### src/rtl/ram_port_arbiter_pkg.sv
// Shared types for the RAM port arbiter: FSM states, owner ids, write payload.
// Build option: ARB_RR_EN selects round-robin arbitration (default fixed, LSU first).
package ram_arb_pkg;

    localparam int unsigned DATA_W    = 64;
    localparam int unsigned UP_ADDR_W = 64;

    typedef enum logic [1:0] {
        IDLE  = 2'd0,
        RD    = 2'd1,
        WR    = 2'd2,
        WRESP = 2'd3
    } state_e;

    typedef enum logic {
        OWN_IFU = 1'b0,
        OWN_LSU = 1'b1
    } owner_e;

    // Write payload latched at grant and driven onto the RAM write channel.
    typedef struct packed {
        logic [DATA_W-1:0] wdata;
        logic [DATA_W-1:0] wmask;
    } wr_payload_t;

endpackage

### src/rtl/ram_port_arbiter_if.sv
// Bundle of IFU / LSU request channels and the shared RAM port.
// slave  : arbiter view (takes requests, drives the RAM port).
// master : environment view (core requesters plus RAM).
interface ram_port_arbiter_if
    import ram_arb_pkg::*;
#(
    parameter int unsigned ADDR_W = 32
) ();

    // Instruction fetch (read-only)
    logic                  ifu_req_i;
    logic [UP_ADDR_W-1:0]  ifu_addr_i;
    logic [DATA_W-1:0]     ifu_rdata_o;
    logic                  ifu_done_o;

    // Load / store
    logic                  lsu_req_i;
    logic                  lsu_we_i;
    logic [UP_ADDR_W-1:0]  lsu_addr_i;
    logic [DATA_W-1:0]     lsu_wdata_i;
    logic [DATA_W-1:0]     lsu_wmask_i;
    logic [DATA_W-1:0]     lsu_rdata_o;
    logic                  lsu_done_o;

    // Status
    logic                  err_o;
    logic                  busy_o;

    // RAM read channel
    logic                  ram_ren_o;
    logic [ADDR_W-1:0]     ram_raddr_o;
    logic                  ram_rready_i;
    logic [DATA_W-1:0]     ram_rdata_i;

    // RAM write channel and response
    logic                  ram_wen_o;
    logic [ADDR_W-1:0]     ram_waddr_o;
    logic [DATA_W-1:0]     ram_wdata_o;
    logic [DATA_W-1:0]     ram_wmask_o;
    logic                  ram_wready_i;
    logic                  ram_bvalid_i;

    modport slave (
        input  ifu_req_i, ifu_addr_i,
        output ifu_rdata_o, ifu_done_o,
        input  lsu_req_i, lsu_we_i, lsu_addr_i, lsu_wdata_i, lsu_wmask_i,
        output lsu_rdata_o, lsu_done_o,
        output err_o, busy_o,
        output ram_ren_o, ram_raddr_o,
        input  ram_rready_i, ram_rdata_i,
        output ram_wen_o, ram_waddr_o, ram_wdata_o, ram_wmask_o,
        input  ram_wready_i, ram_bvalid_i
    );

    modport master (
        output ifu_req_i, ifu_addr_i,
        input  ifu_rdata_o, ifu_done_o,
        output lsu_req_i, lsu_we_i, lsu_addr_i, lsu_wdata_i, lsu_wmask_i,
        input  lsu_rdata_o, lsu_done_o,
        input  err_o, busy_o,
        input  ram_ren_o, ram_raddr_o,
        output ram_rready_i, ram_rdata_i,
        input  ram_wen_o, ram_waddr_o, ram_wdata_o, ram_wmask_o,
        output ram_wready_i, ram_bvalid_i
    );

endinterface

### src/rtl/ram_port_arbiter_arb_grant.sv
// Combinational one-hot grant between IFU and LSU.
// Ports: i_*_req requests, i_*_mask suppress a requester (its done cycle),
//        i_rr_pri (ARB_RR_EN only) tie winner, o_*_gnt_c grant outputs.
// ARB_RR_EN defined: ties go to i_rr_pri; undefined: LSU always wins ties.
module arb_grant
    import ram_arb_pkg::*;
(
    input  logic   i_ifu_req,
    input  logic   i_lsu_req,
    input  logic   i_ifu_mask,
    input  logic   i_lsu_mask,
`ifdef ARB_RR_EN
    input  owner_e i_rr_pri,
`endif
    output logic   o_ifu_gnt_c,
    output logic   o_lsu_gnt_c
);

    logic w_ifu_req;
    logic w_lsu_req;

    // A requester that is just receiving done still shows its stale req.
    assign w_ifu_req = i_ifu_req & ~i_ifu_mask;
    assign w_lsu_req = i_lsu_req & ~i_lsu_mask;

`ifdef ARB_RR_EN
    assign o_lsu_gnt_c = w_lsu_req & (~w_ifu_req | (i_rr_pri == OWN_LSU));
`else
    // The older instruction (load/store) wins over fetch.
    assign o_lsu_gnt_c = w_lsu_req;
`endif
    assign o_ifu_gnt_c = w_ifu_req & ~o_lsu_gnt_c;

endmodule

### src/rtl/ram_port_arbiter.sv
// Shares one RAM port between instruction fetch (read) and load/store (read/write),
// one transaction at a time, with registered done pulses and a timeout bus error.
// Ports: clk, rst (sync, active high), bus (ram_port_arbiter_if.slave).
// Parameters: ADDR_W RAM address width, TIMEOUT max wait cycles (0 = never).
// Build option: ARB_RR_EN enables round-robin arbitration.
module ram_port_arbiter
    import ram_arb_pkg::*;
#(
    parameter int unsigned ADDR_W  = 32,
    parameter int unsigned TIMEOUT = 255
) (
    input  logic                clk,
    input  logic                rst,
    ram_port_arbiter_if.slave   bus
);

    localparam int unsigned CNT_W   = (TIMEOUT < 2) ? 1 : $clog2(TIMEOUT + 1);
    localparam int unsigned TO_LAST = (TIMEOUT == 0) ? 0 : TIMEOUT - 1;
    localparam bit          TO_EN   = (TIMEOUT != 0);

    state_e              r_state,     w_state_nxt;
    logic [CNT_W-1:0]    r_cnt,       w_cnt_nxt;
    owner_e              r_owner,     w_owner_nxt;
    logic [ADDR_W-1:0]   r_addr,      w_addr_nxt;
    wr_payload_t         r_wr,        w_wr_nxt;
    logic [DATA_W-1:0]   r_ifu_rdata, w_ifu_rdata_nxt;
    logic [DATA_W-1:0]   r_lsu_rdata, w_lsu_rdata_nxt;
    logic                r_ifu_done,  w_ifu_done_nxt;
    logic                r_lsu_done,  w_lsu_done_nxt;
    logic                r_err,       w_err_nxt;
    logic                r_ren;
    logic                r_wen;
    logic                r_busy;

    logic                w_ifu_gnt_c;
    logic                w_lsu_gnt_c;
    logic                w_to_hit;
    logic                w_fin;
    logic                w_fin_err;
    logic                w_fin_rd;
    logic [DATA_W-1:0]   w_fin_data;

`ifdef ARB_RR_EN
    owner_e              r_rr_pri,    w_rr_pri_nxt;
`endif

    // Requester selection; only consulted in IDLE.
    arb_grant u_arb_grant (
        .i_ifu_req   (bus.ifu_req_i),
        .i_lsu_req   (bus.lsu_req_i),
        .i_ifu_mask  (r_ifu_done),
        .i_lsu_mask  (r_lsu_done),
`ifdef ARB_RR_EN
        .i_rr_pri    (r_rr_pri),
`endif
        .o_ifu_gnt_c (w_ifu_gnt_c),
        .o_lsu_gnt_c (w_lsu_gnt_c)
    );

    // This cycle is the last allowed wait cycle.
    assign w_to_hit = TO_EN && (r_cnt >= CNT_W'(TO_LAST));

    // Next-state, latches and completion decode.
    always_comb begin
        w_state_nxt     = r_state;
        w_cnt_nxt       = r_cnt;
        w_owner_nxt     = r_owner;
        w_addr_nxt      = r_addr;
        w_wr_nxt        = r_wr;
        w_ifu_rdata_nxt = r_ifu_rdata;
        w_lsu_rdata_nxt = r_lsu_rdata;
        w_ifu_done_nxt  = 1'b0;
        w_lsu_done_nxt  = 1'b0;
        w_err_nxt       = 1'b0;
        w_fin           = 1'b0;
        w_fin_err       = 1'b0;
        w_fin_rd        = 1'b0;
        w_fin_data      = '0;
`ifdef ARB_RR_EN
        w_rr_pri_nxt    = r_rr_pri;
`endif

        case (r_state)
            IDLE: begin
                if (w_lsu_gnt_c) begin
                    w_state_nxt = bus.lsu_we_i ? WR : RD;
                    w_owner_nxt = OWN_LSU;
                    w_addr_nxt  = bus.lsu_addr_i[ADDR_W-1:0];
                    w_wr_nxt    = '{wdata: bus.lsu_wdata_i, wmask: bus.lsu_wmask_i};
                    w_cnt_nxt   = '0;
`ifdef ARB_RR_EN
                    w_rr_pri_nxt = OWN_IFU;
`endif
                end else if (w_ifu_gnt_c) begin
                    w_state_nxt = RD;
                    w_owner_nxt = OWN_IFU;
                    w_addr_nxt  = bus.ifu_addr_i[ADDR_W-1:0];
                    w_cnt_nxt   = '0;
`ifdef ARB_RR_EN
                    w_rr_pri_nxt = OWN_LSU;
`endif
                end
            end
            RD: begin
                if (bus.ram_rready_i) begin
                    w_state_nxt = IDLE;
                    w_fin       = 1'b1;
                    w_fin_rd    = 1'b1;
                    w_fin_data  = bus.ram_rdata_i;
                end else if (w_to_hit) begin
                    w_state_nxt = IDLE;
                    w_fin       = 1'b1;
                    w_fin_rd    = 1'b1;
                    w_fin_err   = 1'b1;
                end else begin
                    w_cnt_nxt = r_cnt + CNT_W'(1);
                end
            end
            WR: begin
                if (bus.ram_wready_i && bus.ram_bvalid_i) begin
                    w_state_nxt = IDLE;
                    w_fin       = 1'b1;
                end else if (bus.ram_wready_i) begin
                    // Timeout budget spans WR and WRESP together.
                    w_state_nxt = WRESP;
                    w_cnt_nxt   = r_cnt + CNT_W'(1);
                end else if (w_to_hit) begin
                    w_state_nxt = IDLE;
                    w_fin       = 1'b1;
                    w_fin_rd    = 1'b1;
                    w_fin_err   = 1'b1;
                end else begin
                    w_cnt_nxt = r_cnt + CNT_W'(1);
                end
            end
            WRESP: begin
                if (bus.ram_bvalid_i) begin
                    w_state_nxt = IDLE;
                    w_fin       = 1'b1;
                end else if (w_to_hit) begin
                    w_state_nxt = IDLE;
                    w_fin       = 1'b1;
                    w_fin_rd    = 1'b1;
                    w_fin_err   = 1'b1;
                end else begin
                    w_cnt_nxt = r_cnt + CNT_W'(1);
                end
            end
            default: w_state_nxt = IDLE;
        endcase

        // Route completion to the owner only; timeouts return zero data.
        if (w_fin) begin
            w_err_nxt = w_fin_err;
            if (r_owner == OWN_IFU) begin
                w_ifu_done_nxt = 1'b1;
                if (w_fin_rd) w_ifu_rdata_nxt = w_fin_data;
            end else begin
                w_lsu_done_nxt = 1'b1;
                if (w_fin_rd) w_lsu_rdata_nxt = w_fin_data;
            end
        end
    end

    // State, latches and output registers.
    always_ff @(posedge clk) begin
        if (rst) begin
            r_state     <= IDLE;
            r_cnt       <= '0;
            r_owner     <= OWN_IFU;
            r_addr      <= '0;
            r_wr        <= '0;
            r_ifu_rdata <= '0;
            r_lsu_rdata <= '0;
            r_ifu_done  <= 1'b0;
            r_lsu_done  <= 1'b0;
            r_err       <= 1'b0;
            r_ren       <= 1'b0;
            r_wen       <= 1'b0;
            r_busy      <= 1'b0;
`ifdef ARB_RR_EN
            r_rr_pri    <= OWN_LSU;
`endif
        end else begin
            r_state     <= w_state_nxt;
            r_cnt       <= w_cnt_nxt;
            r_owner     <= w_owner_nxt;
            r_addr      <= w_addr_nxt;
            r_wr        <= w_wr_nxt;
            r_ifu_rdata <= w_ifu_rdata_nxt;
            r_lsu_rdata <= w_lsu_rdata_nxt;
            r_ifu_done  <= w_ifu_done_nxt;
            r_lsu_done  <= w_lsu_done_nxt;
            r_err       <= w_err_nxt;
            r_ren       <= (w_state_nxt == RD);
            r_wen       <= (w_state_nxt == WR);
            r_busy      <= (w_state_nxt != IDLE);
`ifdef ARB_RR_EN
            r_rr_pri    <= w_rr_pri_nxt;
`endif
        end
    end

    // Upper upstream address bits are intentionally dropped.
    if (ADDR_W < UP_ADDR_W) begin : g_addr_trunc
        logic w_unused_addr_hi;
        assign w_unused_addr_hi = ^{bus.ifu_addr_i[UP_ADDR_W-1:ADDR_W],
                                    bus.lsu_addr_i[UP_ADDR_W-1:ADDR_W]};
    end

    assign bus.ifu_rdata_o = r_ifu_rdata;
    assign bus.ifu_done_o  = r_ifu_done;
    assign bus.lsu_rdata_o = r_lsu_rdata;
    assign bus.lsu_done_o  = r_lsu_done;
    assign bus.err_o       = r_err;
    assign bus.busy_o      = r_busy;
    assign bus.ram_ren_o   = r_ren;
    assign bus.ram_raddr_o = r_addr;
    assign bus.ram_wen_o   = r_wen;
    assign bus.ram_waddr_o = r_addr;
    assign bus.ram_wdata_o = r_wr.wdata;
    assign bus.ram_wmask_o = r_wr.wmask;

endmodule
### src/flat_wrapper.sv
// flat-port wrapper written by rule: the top's interface ports become plain ports
module ram_port_arbiter_flat import ram_arb_pkg::*;
#(
    parameter int unsigned ADDR_W  = 32,
    parameter int unsigned TIMEOUT = 255
)
  (clk, rst, bus_ifu_req_i, bus_ifu_addr_i, bus_ifu_rdata_o, bus_ifu_done_o, bus_lsu_req_i, bus_lsu_we_i, bus_lsu_addr_i, bus_lsu_wdata_i, bus_lsu_wmask_i, bus_lsu_rdata_o, bus_lsu_done_o, bus_err_o, bus_busy_o, bus_ram_ren_o, bus_ram_raddr_o, bus_ram_rready_i, bus_ram_rdata_i, bus_ram_wen_o, bus_ram_waddr_o, bus_ram_wdata_o, bus_ram_wmask_o, bus_ram_wready_i, bus_ram_bvalid_i);
  ram_port_arbiter_if #(.ADDR_W(ADDR_W)) bus_i ();
  input  logic clk;
  input  logic rst;
  input wire logic [$bits(bus_i.ifu_req_i)-1:0] bus_ifu_req_i;
  input wire logic [$bits(bus_i.ifu_addr_i)-1:0] bus_ifu_addr_i;
  output wire logic [$bits(bus_i.ifu_rdata_o)-1:0] bus_ifu_rdata_o;
  output wire logic [$bits(bus_i.ifu_done_o)-1:0] bus_ifu_done_o;
  input wire logic [$bits(bus_i.lsu_req_i)-1:0] bus_lsu_req_i;
  input wire logic [$bits(bus_i.lsu_we_i)-1:0] bus_lsu_we_i;
  input wire logic [$bits(bus_i.lsu_addr_i)-1:0] bus_lsu_addr_i;
  input wire logic [$bits(bus_i.lsu_wdata_i)-1:0] bus_lsu_wdata_i;
  input wire logic [$bits(bus_i.lsu_wmask_i)-1:0] bus_lsu_wmask_i;
  output wire logic [$bits(bus_i.lsu_rdata_o)-1:0] bus_lsu_rdata_o;
  output wire logic [$bits(bus_i.lsu_done_o)-1:0] bus_lsu_done_o;
  output wire logic [$bits(bus_i.err_o)-1:0] bus_err_o;
  output wire logic [$bits(bus_i.busy_o)-1:0] bus_busy_o;
  output wire logic [$bits(bus_i.ram_ren_o)-1:0] bus_ram_ren_o;
  output wire logic [$bits(bus_i.ram_raddr_o)-1:0] bus_ram_raddr_o;
  input wire logic [$bits(bus_i.ram_rready_i)-1:0] bus_ram_rready_i;
  input wire logic [$bits(bus_i.ram_rdata_i)-1:0] bus_ram_rdata_i;
  output wire logic [$bits(bus_i.ram_wen_o)-1:0] bus_ram_wen_o;
  output wire logic [$bits(bus_i.ram_waddr_o)-1:0] bus_ram_waddr_o;
  output wire logic [$bits(bus_i.ram_wdata_o)-1:0] bus_ram_wdata_o;
  output wire logic [$bits(bus_i.ram_wmask_o)-1:0] bus_ram_wmask_o;
  input wire logic [$bits(bus_i.ram_wready_i)-1:0] bus_ram_wready_i;
  input wire logic [$bits(bus_i.ram_bvalid_i)-1:0] bus_ram_bvalid_i;
  assign bus_i.ifu_req_i = bus_ifu_req_i;
  assign bus_i.ifu_addr_i = bus_ifu_addr_i;
  assign bus_ifu_rdata_o = bus_i.ifu_rdata_o;
  assign bus_ifu_done_o = bus_i.ifu_done_o;
  assign bus_i.lsu_req_i = bus_lsu_req_i;
  assign bus_i.lsu_we_i = bus_lsu_we_i;
  assign bus_i.lsu_addr_i = bus_lsu_addr_i;
  assign bus_i.lsu_wdata_i = bus_lsu_wdata_i;
  assign bus_i.lsu_wmask_i = bus_lsu_wmask_i;
  assign bus_lsu_rdata_o = bus_i.lsu_rdata_o;
  assign bus_lsu_done_o = bus_i.lsu_done_o;
  assign bus_err_o = bus_i.err_o;
  assign bus_busy_o = bus_i.busy_o;
  assign bus_ram_ren_o = bus_i.ram_ren_o;
  assign bus_ram_raddr_o = bus_i.ram_raddr_o;
  assign bus_i.ram_rready_i = bus_ram_rready_i;
  assign bus_i.ram_rdata_i = bus_ram_rdata_i;
  assign bus_ram_wen_o = bus_i.ram_wen_o;
  assign bus_ram_waddr_o = bus_i.ram_waddr_o;
  assign bus_ram_wdata_o = bus_i.ram_wdata_o;
  assign bus_ram_wmask_o = bus_i.ram_wmask_o;
  assign bus_i.ram_wready_i = bus_ram_wready_i;
  assign bus_i.ram_bvalid_i = bus_ram_bvalid_i;
  ram_port_arbiter #(.ADDR_W(ADDR_W), .TIMEOUT(TIMEOUT)) u_core (.clk(clk), .rst(rst), .bus(bus_i));
endmodule
### config.mk
export PLATFORM = sky130hd
export DESIGN_NAME = ram_port_arbiter_flat
export DESIGN_NICKNAME = d
export VERILOG_FILES = /design/src/rtl/ram_port_arbiter_pkg.sv /design/src/rtl/ram_port_arbiter_if.sv /design/src/rtl/ram_port_arbiter_arb_grant.sv /design/src/rtl/ram_port_arbiter.sv /design/src/flat_wrapper.sv
export SDC_FILE = /design/constraint.sdc
export NUM_CORES = 1
export LEC_CHECK = 0
export ABC_AREA = 1
export CAP_MARGIN = 20
export CORE_AREA = 2 2 255 257
export CTS_CLUSTER_SIZE = 16
export DETAILED_ROUTE_END_ITERATION = 12
export DIE_AREA = 0 0 257 259
export HOLD_SLACK_MARGIN = 0.08
export PLACE_DENSITY_LB_ADDON = 0.15
export REMOVE_ABC_BUFFERS = 1
export SLEW_MARGIN = 20
export SYNTH_ARGS = -nofsm -noshare
export SYNTH_HDL_FRONTEND = slang
export SYNTH_SLANG_ARGS = --single-unit
### constraint.sdc
create_clock -name clk -period 5.16 [get_ports clk]
set_input_delay 0.516 -clock clk [delete_from_list [all_inputs] [get_ports clk]]
set_output_delay 0.516 -clock clk [all_outputs]
set_load 0.005 [all_outputs]
# --- Yosys cells after proc, flatten, opt, wreduce, memory -nomap -nowiden ---
# Index checks and enable logic that the tools add are counted.
totals:
  register_bits: 305
  input_bits: 328
  out_inout_bits: 326
  elab_cells: 79
op_classes:
  n_addsub: 1
  order_cmp: 1
  eq_ne: 9
  muxes: 36
  bitwise_logic: 8
  n_reduce_logical: 10
ops:
  columns: ["cell", "count"]
  rows:
  - ["$mux W64", 2]
  - ["$mux W32", 2]
  - ["$mux W8", 7]
  - ["$pmux W8 S4", 1]
  - ["$mux W2", 8]
  - ["$mux W1", 12]
  - ["$pmux W1 S3", 3]
  - ["$add A8 B1 Y8 const B", 1]
  - ["$ge A8 B8 Y1 const B", 1]
  - ["$pmux W2 S4", 1]
  - ["$eq A2 B2 Y1 const B", 3]
  - ["$ne A2 B2 Y1 const B", 3]
  - ["$reduce_and A3 Y1", 2]
  - ["$not A1 Y1", 5]
  - ["$eq A2 B1 Y1 const B", 2]
  - ["$reduce_and A2 Y1", 2]
  - ["$reduce_and A4 Y1", 1]
  - ["$reduce_bool A2 Y1", 2]
  - ["$and A1 B1 Y1", 3]
  - ["$ne A3 B3 Y1 const B", 1]
  - ["$logic_not A2 Y1", 1]
  - ["$reduce_or A2 Y1", 1]
  - ["$logic_and A1 B1 Y1", 1]

# --- Longest topological paths before layout ---
# Gate-level depths: netlist of run 1.
depth:
  word_depth: 8
  mapped_depth: 13
  mapped_depth_nobuf: 12

# --- Modules after synthesis ---
# From an unflattened synthesis of run 1, not the netlist that was laid out.
hier_totals:
  cells_unflattened: 1759
  hier_area_um2: 12500.7
by_module_without_submodules:
  columns: ["module", "n_inst", "cells_per_inst", "area_each_um2", "seq_area_each_um2"]
  rows:
  - ["ram_port_arbiter", 1, 1754, 12479.5, 6105.9]
  - ["arb_grant", 1, 5, 21.3, 0.0]

# --- Worst setup path after synthesis of run 1 ---
# OpenSTA, ideal clock, no wires.
synth_timing:
  path_type: "flip-flop to flip-flop"
  start: "register u_core.r_cnt[0]"
  end: "register u_core.r_lsu_rdata[17] (netlist: u_core.bus.lsu_rdata_o[17])"
  setup_time_ns: 0.115
  arrival_ns: 1.582
  required_ns: 5.045
  slack_ns: 3.463
  path_stages_with_launch: 13
  n_path_buf: 2
  period_less_slack_ns: 1.697
  cell_sequence: "dfxtp_1 > inv_1 > ha_1 > nor2_1 > nor2_2 > nand2_2 > nand2_1 > nand2_1 > nand2_4 > buf_6 > buf_4 > a21oi_1 > nor2_1"
synth_via:
  elab_chain_cells: 6
  elab_cells_between_ends: 11
  classes_between: "order compare (1); mux (9); reduce/logical (1)"
synth_rtl:
  columns: ["item", "line", "text"]
  rows:
  - ["from (decl)", "ram_port_arbiter.sv:22", "logic [CNT_W-1:0] r_cnt, w_cnt_nxt;"]
  - ["from (signal assigned)", "ram_port_arbiter.sv:186", "r_cnt <= w_cnt_nxt;"]
  - ["$ge A8 B8 Y1 (*)", "ram_port_arbiter.sv:61", "assign w_to_hit = TO_EN && (r_cnt >= CNT_W'(TO_LAST));"]
  - ["$mux W1 (*)", "ram_port_arbiter.sv:110, ram_port_arbiter.sv:127, ram_port_arbiter.sv:140", null]
  - ["$mux W1", "ram_port_arbiter.sv:123", "end else if (bus.ram_wready_i) begin"]
  - ["$mux W1", "ram_port_arbiter.sv:120", "if (bus.ram_wready_i && bus.ram_bvalid_i) begin"]
  - ["$pmux W1 S3", "ram_port_arbiter.sv:83", "case (r_state)"]
  - ["$reduce_and A3 Y1 (no source line) (*)", null, null]
  - ["to (signal assigned)", "ram_port_arbiter.sv:191", "r_lsu_rdata <= w_lsu_rdata_nxt;"]
  - ["to (decl)", "ram_port_arbiter.sv:27", "logic [DATA_W-1:0] r_lsu_rdata, w_lsu_rdata_nxt;"]
# Mark *: on every way between the ends. The rest lies on a longest branch, timed or not.
# A chain may end at the register's enable or synchronous reset.

# --- Final worst setup path of run 1 ---
layout_timing:
  start: "register u_core.r_cnt[0]"
  end: "register u_core.r_lsu_rdata[9] (netlist: u_core.bus.lsu_rdata_o[9])"
# The elaborated chain is that of the path after synthesis.

==> results of run 1 <==
## power breakdown
| group | total (mW) | switching, mW | leakage (nW) | internal [mW] |
|---|---|---|---|---|
| Clock | 3.02 | 1.14 | 0.703 | 1.88 |
| Sequential | 2.71 | 0.136 | 2.50 | 2.58 |
| Combinational | 1.44 | 0.684 | 5.36 | 0.751 |
| Total | 7.17 | 1.96 | 8.57 | 5.21 |
## sequential cells by signal, summed over array words and instances (netlist names)
register and cells:
u_core.bus.lsu_rdata_o 64, u_core.bus.ram_wdata_o 64, u_core.bus.ifu_rdata_o 64, u_core.r_state 2, u_core.bus.ifu_done_o 1, u_core.bus.ram_ren_o 1
u_core.bus.busy_o 1, u_core.r_cnt 8, u_core.bus.ram_raddr_o 32, u_core.bus.ram_wmask_o 64, u_core.r_owner 1, u_core.bus.err_o 1
u_core.bus.ram_wen_o 1, u_core.bus.lsu_done_o 1
## metal layers
metal,share of wire [%],routed length (um),vias to the layer above,track usage [%]
met2,46,24300,445,24.7
met4,1.8,935,16,3.41
met3,10,5440,74,6.99
met5,0.20,104,-,0
met1,41,21700,5909,17.6
li1,-,-,6649,-
## through the flow
| step | area (sq um) | cells | setup slack (ns) | power, mW |
|---|---|---|---|---|
| finish | 20300 | 3186 | 2.12 | 7.17 |
| global route | 20300 | 3183 | 1.75 | 7.56 |
| CTS | 20300 | 3183 | 2.11 | 7.32 |
| detailed placement | 18900 | 3106 | 1.60 | 4.22 |
| global placement | 18900 | 3106 | 1.67 | 4.22 |
| floorplan | 11800 | 1649 | -2.36 | 3.29 |
## synth_stat cells
| cell | number |
|---|---|
| inv_1 | 105 |
| buf_2 | 23 |
| buf_4 | 41 |
| clkinv_1 | 2 |
| buf_6 | 9 |
| nand2_1 | 357 |
| o21ai_1 | 2 |
| o211ai_1 | 1 |
| nand2_2 | 3 |
| a21oi_1 | 89 |
| o21ai_0 | 171 |
| nand4_1 | 4 |
| xnor2_1 | 2 |
| nor2_4 | 1 |
| inv_2 | 3 |
| nand3_1 | 99 |
| ha_1 | 2 |
| clkbuf_1 | 82 |
| buf_1 | 4 |
| nand3b_1 | 1 |
| dfxtp_1 | 305 |
| clkbuf_2 | 1 |
| nor2_1 | 466 |
| nor2_2 | 2 |
| nand2_4 | 2 |
| a31oi_1 | 32 |
## worst max-delay path, cell delays in order (launching register included)
cell and delay, ns:
dfxtp_1 0.41, inv_1 0.10, ha_1 0.20, nor2_1 0.12, nor2_2 0.07, nand2_2 0.21, nand2_1 0.08, nand2_1 0.18
nand2_8 0.32, nand2_2 0.43, buf_4 0.47, nand2_1 0.11, nand2_1 0.09, nor2_1 0.04
## final cells by class
type / count / share of cell area, %
Sequential cell: 305 / 30.1
Timing Repair Buffer: 602 / 29.6
Multi-Input combinational cell: 1234 / 25.9
Clock buffer: 68 / 6.45
Tap cell: 855 / 5.26
Inverter: 110 / 2.09
Clock inverter: 9 / 0.653
Antenna cell: 3 / 0.0369
## kinds of logic after synthesis
logic type,after synthesis,synth area share (%)
compound gates,295,12.0
xor+xnor,2,0.139
fa+ha+maj,2,0.198
buf+inv,270,10.0
flops,305,48.4
simple gates,935,29.2
## path summary, 6_finish.rpt
check                                    to  slack [ns]                 startpoint
setup reg to reg  u_core.bus.lsu_rdata_o[9]        2.12            u_core.r_cnt[0]
hold reg to reg   u_core.bus.ifu_rdata_o[1]        0.48  u_core.bus.ifu_rdata_o[1]
setup / recovery  u_core.bus.lsu_rdata_o[9]        2.12            u_core.r_cnt[0]
hold / removal    u_core.bus.ifu_rdata_o[1]        0.48  u_core.bus.ifu_rdata_o[1]
==> flow_metrics.py, run 1 <==
metrics = {
    "worst_setup_path": {
        "crit_type": "reg2reg",
        "critPathMaxFanout": 82,
        "cp-start-kind": "flip-flop",
        "r2r_cells": 13,
        "worst_ep_arrival_time_ns": 3.48,
        "crit_required_ns": 5.60,
        "end_kind": "flip-flop",
    },
    "route": {
        "drtAntennaViolNets": 0,
        "drc": 0,
        "drt_iter0_drc": 735,
        "viasPerCell": 4.11,
        "wl_mm": 52.4,
        "drt_first_pass_iters": 7,
        "wl_per_cell_um": 16.5,
        "vias": 13093,
    },
    "clock_tree": {
        "cts_setup_buffers": 0,
        "cts_resized": 0,
        "cts_tree": "built",
        "cts_buffers": 42,
        "clk_pin_slew_ns": 0.05,
        "ctsHtreeMaxLevel": 2,
        "cts_sinks": 305,
        "clock_latency_ns": 0.56,
        "root_buffer": "clkbuf_16",
        "clk_path_buf_depth": 3,
        "cts_hold_buf": 0,
    },
    "global_routing": {
        "antenna_found_initial": 9,
        "grt_pass1_vias": 12423,
        "grtUsageTotal_pct": 15.0,
        "grt_pass1_wl_mm": 77.5,
        "grt_max_degree": 162,
        "grt_overflow": 0,
    },
    "synthesis": {
        "synth-seq-cells": 305,
        "syn_area_per_cell_sq_um": 6.97,
        "synthCells": 1809,
        "yosysWarningCount": 0,
        "synth_top_cell_by_area": "dfxtp_1",
        "synth_area_sq_mm": 0.0126,
        "synth_cell_types": 26,
        "synth_area_leaders": "dfxtp_1, nor2_1, nand2_1",
        "yosysSeqAreaShare_pct": 48.4,
        "synth_top_area_share_pct": 48.4,
    },
    "placed_design": {
        "io_buffers": 589,
        "hpwlAfterDp_mm": 36.3,
        "place.gp.congestion": 0.788,
    },
    "timing": {
        "finalSetupViolations": 0,
        "hold_violations": 0,
        "finalClockSkew_ns": 0.0195,
        "rsz0062_at_grt": "no",
        "fmax_mhz": 328,
        "period_minus_slack_ns": 3.04,
        "setup-tns-final_ns": 0,
        "maxSlewHeadroom_pct": 35.1,
        "finalCritPeriodShare_pct": 59.0,
        "worst_pin_slew_ns": 0.973,
        "timing.hold.ws_ns": 0.478,
        "slew_violations": 0,
    },
    "finish": {
        "seq_area_sq_mm": 0.00611,
        "fillerInstances": 6783,
        "drive_gt1_share_pct": 4.12,
        "final_cell_mix": "clkdlybuf4s50_1, nor2_1, nand2_1",
        "post-route-util_pct": 31.8,
        "fin_nets": 2625,
        "mostFrequentLayoutCell": "clkdlybuf4s50_1",
        "multiInputGateArea_sq_mm": 0.00526,
        "syn_to_final_growth_pct": 61.1,
    },
    "pwr": {
        "p_leak_nw": 8.57,
        "ir_worst_vdd_v": 0.000178,
        "p_per_area_mw_per_mm2": 353,
    },
    "flow_run": {
        "maxCapViolations": 0,
    },
    "die": {
        "start_util_pct": 19.7,
        "rows": 93,
        "die_y_um": 259,
        "die_area_sq_mm": 0.0666,
        "fp.coreArea_sq_mm": 0.0639,
        "ios": 654,
        "die_w_um": 257,
    },
    "hold_path": {
        "hold_path.class": "reg2reg",
        "min_path_cells": 2,
    },
    "outcome": {
        "outcome": "completed",
    },
}
(Power assumes the default switching activity.)
==> inputs of run 2 (changes only) <==
Clock period 5.16 ns to 2.78 ns, I/O delays scaled along.
==> flow_metrics.py, run 2 (same netlist as run 1, synthesis figures left out) <==
metrics = {
    "worst_setup_path": {
        "critPathMaxFanout": 25,
        "crit_required_ns": 3.21,
        "worst_ep_arrival_time_ns": 2.67,
        "end_kind": "flip-flop",
        "crit_type": "reg2reg",
        "r2r_start": "u_core.r_cnt[0]",
        "cp-start-kind": "flip-flop",
        "ff2ff_setup_slack_ns": 0.55,
        "cp-startpoint": "u_core.r_cnt[0]",
    },
    "global_routing": {
        "antenna_found_initial": 11,
        "grt_pass1_wl_mm": 78.1,
        "grt_pass1_vias": 12751,
        "grt_max_degree": 129,
        "grtUsageTotal_pct": 15.0,
        "grt_overflow": 0,
    },
    "finish": {
        "final_cell_mix": "clkdlybuf4s50_1, nor2_1, nand2_1",
        "syn_to_final_growth_pct": 61.7,
        "fin_nets": 2638,
        "mostFrequentLayoutCell": "clkdlybuf4s50_1",
        "drive_gt1_share_pct": 4.50,
        "post-route-util_pct": 31.9,
    },
    "pwr": {
        "pwr-share-seq_pct": 39.2,
        "p_leak_nw": 8.61,
        "combPwrFrac_pct": 21.2,
        "ir_worst_vdd_v": 0.000405,
        "switching_share_pct": 27.8,
        "power_frac_clock_pct": 39.6,
        "power.internal_mw": 9.28,
        "p_sw_mw": 3.57,
        "p_per_area_mw_per_mm2": 630,
    },
    "placed_design": {
        "place.gp.congestion": 0.804,
        "io_buffers": 589,
        "hpwlAfterDp_mm": 37.0,
    },
    "die": {
        "die_w_um": 257,
        "die_area_sq_mm": 0.0666,
        "fp.coreArea_sq_mm": 0.0639,
        "ios": 654,
        "rows": 93,
        "start_util_pct": 19.7,
        "die_y_um": 259,
    },
    "hold_path": {
        "hold_start": "bus_ifu_addr_i[24]",
        "hold_path.class": "in2reg",
    },
    "route": {
        "vias": 13130,
        "drc": 0,
        "drtAntennaViolNets": 0,
        "viasPerCell": 4.11,
        "wl_mm": 52.4,
        "wl_per_cell_um": 16.4,
        "drt_iter0_drc": 817,
        "drt_first_pass_iters": 5,
    },
    "timing": {
        "finalClockSkew_ns": 0.0128,
        "rsz0062_at_grt": "no",
        "finalSetupViolations": 0,
        "hold_violations": 0,
        "worst_pin_slew_ns": 0.847,
        "finalCritPeriodShare_pct": 80.3,
        "slew_violations": 0,
        "setup-tns-final_ns": 0,
        "period_minus_slack_ns": 2.23,
        "maxSlewHeadroom_pct": 43.5,
        "fmax_mhz": 448,
    },
    "clock_tree": {
        "cts_sinks": 305,
        "cts_buffers": 40,
        "cts_resized": 0,
        "cts_tree": "built",
        "clk_pin_slew_ns": 0.06,
        "clock_latency_ns": 0.55,
        "cts_hold_buf": 0,
        "root_buffer": "clkbuf_16",
        "ctsHtreeMaxLevel": 2,
        "cts_setup_buffers": 0,
        "clk_path_buf_depth": 3,
    },
    "outcome": {
        "outcome": "completed",
    },
    "flow_run": {
        "maxCapViolations": 0,
    },
}
run 2: cell count changes in the layout (fill, tap and decap cells not counted), sizes merged:
cell	previous run	this run
buf	13	28
clkbuf	68	60
clkinv	4	8
bufinv	3	1
inv	110	108
diode	3	2
run 2: per-layer routing:
metal	global-route usage [%]	wire length, um	vias to the layer above
li1	-	-	6675
met3	6.59	5070	79
met5	0	120	-
met4	4.01	1130	18
met1	17.7	21600	5932
met2	24.9	24500	426
run 2: final cells by class:
type | instances | area, sq um
Clock buffer | 60 | 1200
Tap cell | 855 | 1070
Multi-Input combinational cell | 1234 | 5260
Inverter | 110 | 424
Timing Repair Buffer | 617 | 6250
Antenna cell | 2 | 5.00
Clock inverter | 9 | 78.8
Fill cell | 6754 | 43500
Sequential cell | 305 | 6110
run 2: path summary, 6_finish.rpt:
| kind | to | cells after the start |
|---|---|---|
| max | u_core.bus.lsu_rdata_o[38] | 13 |
| min | u_core.bus.ram_raddr_o[24] | 3 |
| max reg2reg | u_core.bus.lsu_rdata_o[38] | 13 |
| min reg2reg | u_core.bus.ifu_rdata_o[19] | 2 |
run 2: metrics by stage:
stage          cell area (sq um)  instances  setup WS, ns  hold WS (ns)  power (mW)
2_1_floorplan              11800       1649         -4.58         0.347        6.10
3_3_place_gp               19100       3120         0.569         0.463        7.87
3_5_place_dp               19100       3120         0.560         0.467        7.87
4_1_cts                    20400       3189         0.535         0.261        13.1
5_1_grt                    20400       3190         0.285         0.280        13.6
6_report                   20400       3192         0.548         0.305        12.8
run 2: power groups by stage:
| stage | logic, mW | clock network, mW | registers [mW] |
|---|---|---|---|
| floorplan | 0.952 | 0 | 5.15 |
| global placement | 2.75 | 0 | 5.11 |
| detailed placement | 2.75 | 0 | 5.12 |
| CTS | 2.77 | 5.31 | 5.04 |
| global route | 3.01 | 5.47 | 5.09 |
| finish | 2.72 | 5.09 | 5.04 |
run 2: critical path: stages (launching register included):
cell and delay, ns:
dfxtp_1 0.40, inv_1 0.10, ha_1 0.21, nor2_1 0.11
nor2_2 0.06, nand2_2 0.21, nand2_1 0.08, nand2_1 0.18
nand2_8 0.18, nand2_2 0.14, buf_4 0.25, nand2_1 0.07
nand2_1 0.06, nor2_1 0.04
==> inputs of run 3 (changes only) <==
Clock period 2.78 ns to 2 ns, I/O delays scaled along.
==> flow_metrics.py, run 3 (same netlist as run 1, synthesis figures left out) <==
metrics = {
    "global_routing": {
        "grtUsageTotal_pct": 15.5,
        "grt_max_degree": 74,
        "antenna_found_initial": 11,
        "grt_overflow": 0,
        "grt_pass1_wl_mm": 80.6,
        "grt_pass1_vias": 13234,
    },
    "die": {
        "die_area_sq_mm": 0.0666,
        "rows": 93,
        "start_util_pct": 19.7,
        "fp.coreArea_sq_mm": 0.0639,
        "die_w_um": 257,
        "die_y_um": 259,
        "ios": 654,
    },
    "timing": {
        "period_minus_slack_ns": 1.82,
        "timing.hold.ws_ns": 0.215,
        "finalCritPeriodShare_pct": 90.9,
        "slew_violations": 0,
        "hold_violations": 0,
        "maxSlewHeadroom_pct": 63.6,
        "finalSetupViolations": 0,
        "worst_pin_slew_ns": 0.545,
        "fin_ws_ns": 0.183,
        "fmax_mhz": 550,
        "finalClockSkew_ns": 0.0203,
    },
    "finish": {
        "drive_gt1_share_pct": 6.63,
        "fin_nets": 2683,
        "syn_to_final_growth_pct": 66.9,
        "fillerInstances": 6727,
        "seq_area_sq_mm": 0.00611,
        "mostFrequentLayoutCell": "clkdlybuf4s50_1",
        "final_cell_mix": "clkdlybuf4s50_1, nor2_1, nand2_1",
        "multiInputGateArea_sq_mm": 0.00530,
    },
    "pwr": {
        "power_frac_clock_pct": 40.1,
        "p_total_mw": 18.4,
        "pwr-share-seq_pct": 38.1,
        "p_per_area_mw_per_mm2": 872,
        "p_sw_mw": 5.14,
        "p_leak_nw": 8.96,
        "switching_share_pct": 28.0,
        "combPwrFrac_pct": 21.9,
        "ir_worst_vdd_v": 0.000529,
        "power.internal_mw": 13.2,
    },
    "placed_design": {
        "place_ws_ns": 0.0192,
        "hpwlAfterDp_mm": 39.3,
        "io_buffers": 589,
        "place.gp.congestion": 0.813,
    },
    "clock_tree": {
        "ctsHtreeMaxLevel": 2,
        "clk_path_buf_depth": 3,
        "cts_hold_buf": 0,
        "cts_sinks": 305,
        "clk_pin_slew_ns": 0.06,
        "clock_latency_ns": 0.56,
        "cts_buffers": 41,
        "root_buffer": "clkbuf_16",
        "cts_tree": "built",
    },
    "worst_setup_path": {
        "crit_chain": "inv_1, ha_1, nor2_1, nor2_2, nand2_2, nand2_1, nand2_2, nand2_8, buf_16, buf_12, a21oi_1, nor2_1",
        "crit_type": "reg2reg",
        "crit_required_ns": 2.44,
        "crit_path_top_delay_cell": "dfxtp_1",
        "cp.buffers_inverters": 3,
        "worst_ep_arrival_time_ns": 2.26,
        "end_kind": "flip-flop",
        "cp-startpoint": "u_core.r_cnt[0]",
        "cp-start-kind": "flip-flop",
        "r2r_start": "u_core.r_cnt[0]",
        "critPathMaxFanout": 26,
        "max_stage_delay_ns": 0.34,
        "critical_path.top_delay_family": "simple AND/OR/NAND/NOR gates",
    },
    "route": {
        "wl_mm": 54.4,
        "drt_iter0_drc": 747,
        "drt_first_pass_iters": 5,
        "viasPerCell": 4.15,
        "drtAntennaViolNets": 0,
        "drc": 0,
        "wl_per_cell_um": 16.8,
        "vias": 13458,
    },
    "flow_run": {
        "maxCapViolations": 0,
    },
    "outcome": {
        "outcome": "completed",
    },
    "hold_path": {
        "hold_path.class": "in2reg",
        "hold_start": "bus_lsu_addr_i[29]",
    },
}
run 3: cell types whose count changed in the layout (fill, tap and decap cells not counted), sizes merged:
cell and delta:
buf +41, bufinv -1, clkbuf +5, clkinv +2
clkinvlp -1, diode +4, inv +2, nand2 +1
run 3: power groups by stage:
stage	sequential, mW	combinational [mW]	clock, mW
floorplan	7.16	1.32	0
detailed placement	7.11	4.03	0
global placement	7.10	4.03	0
global route	7.06	4.43	7.87
finish	6.99	4.01	7.36
CTS	7.00	4.05	7.67
run 3: path summary, 6_finish.rpt:
kind | slack, ns | end | cells after the start
worst max-delay path | 0.18 | u_core.bus.lsu_rdata_o[58] | 12
worst max register to register | 0.18 | u_core.bus.lsu_rdata_o[58] | 12
worst min register to register | 0.48 | u_core.bus.ifu_rdata_o[19] | 2
worst min-delay path | 0.21 | u_core.bus.ram_raddr_o[29] | 3
run 3: through the flow:
stage | instance area, sq um | TNS, ns | util (%) | instances
after floorplan | 11800 | -1106.55 | - | 1649
after global placement | 19600 | 0 | 30.6 | 3161
after detailed placement | 19600 | 0 | 30.6 | 3161
after CTS | 20900 | 0 | 32.7 | 3235
after global routing | 21000 | -0.00536 | 32.9 | 3241
final | 21100 | 0 | 33.0 | 3245
run 3: cell type report:
class                   instances  share of cell area, %
repair buffers                660                   32.3
multi-input cells            1235                   25.2
clock buffers                  63                   6.08
clock inverters                11                  0.327
well taps                     855                   5.08
diodes                          6                 0.0713
flip-flops and latches        305                   29.0
inverters                     110                   2.01
run 3: worst register-to-register path: cells and delay by family, from the launching register on:
family          cells  cell delay (ns)
simple gates        7             0.63
buf+inv             3             0.41
flops               1             0.34
fa+ha+maj           1             0.19
compound gates      1             0.14
run 3: per-layer routing:
metal	routed length [um]	global-route usage [%]	up-vias	share of wire, %
met2	25500	25.7	447	47
met3	5170	6.63	79	9.5
met4	1200	4.20	12	2.2
met5	75	0	-	0.14
li1	-	-	6773	-
met1	22400	18.3	6147	41
run 3: repair_timing:
action,in CTS,in global routing
endpoints found under the setup margin,0,90
setup buffers,0,1
gates resized for setup,0,11
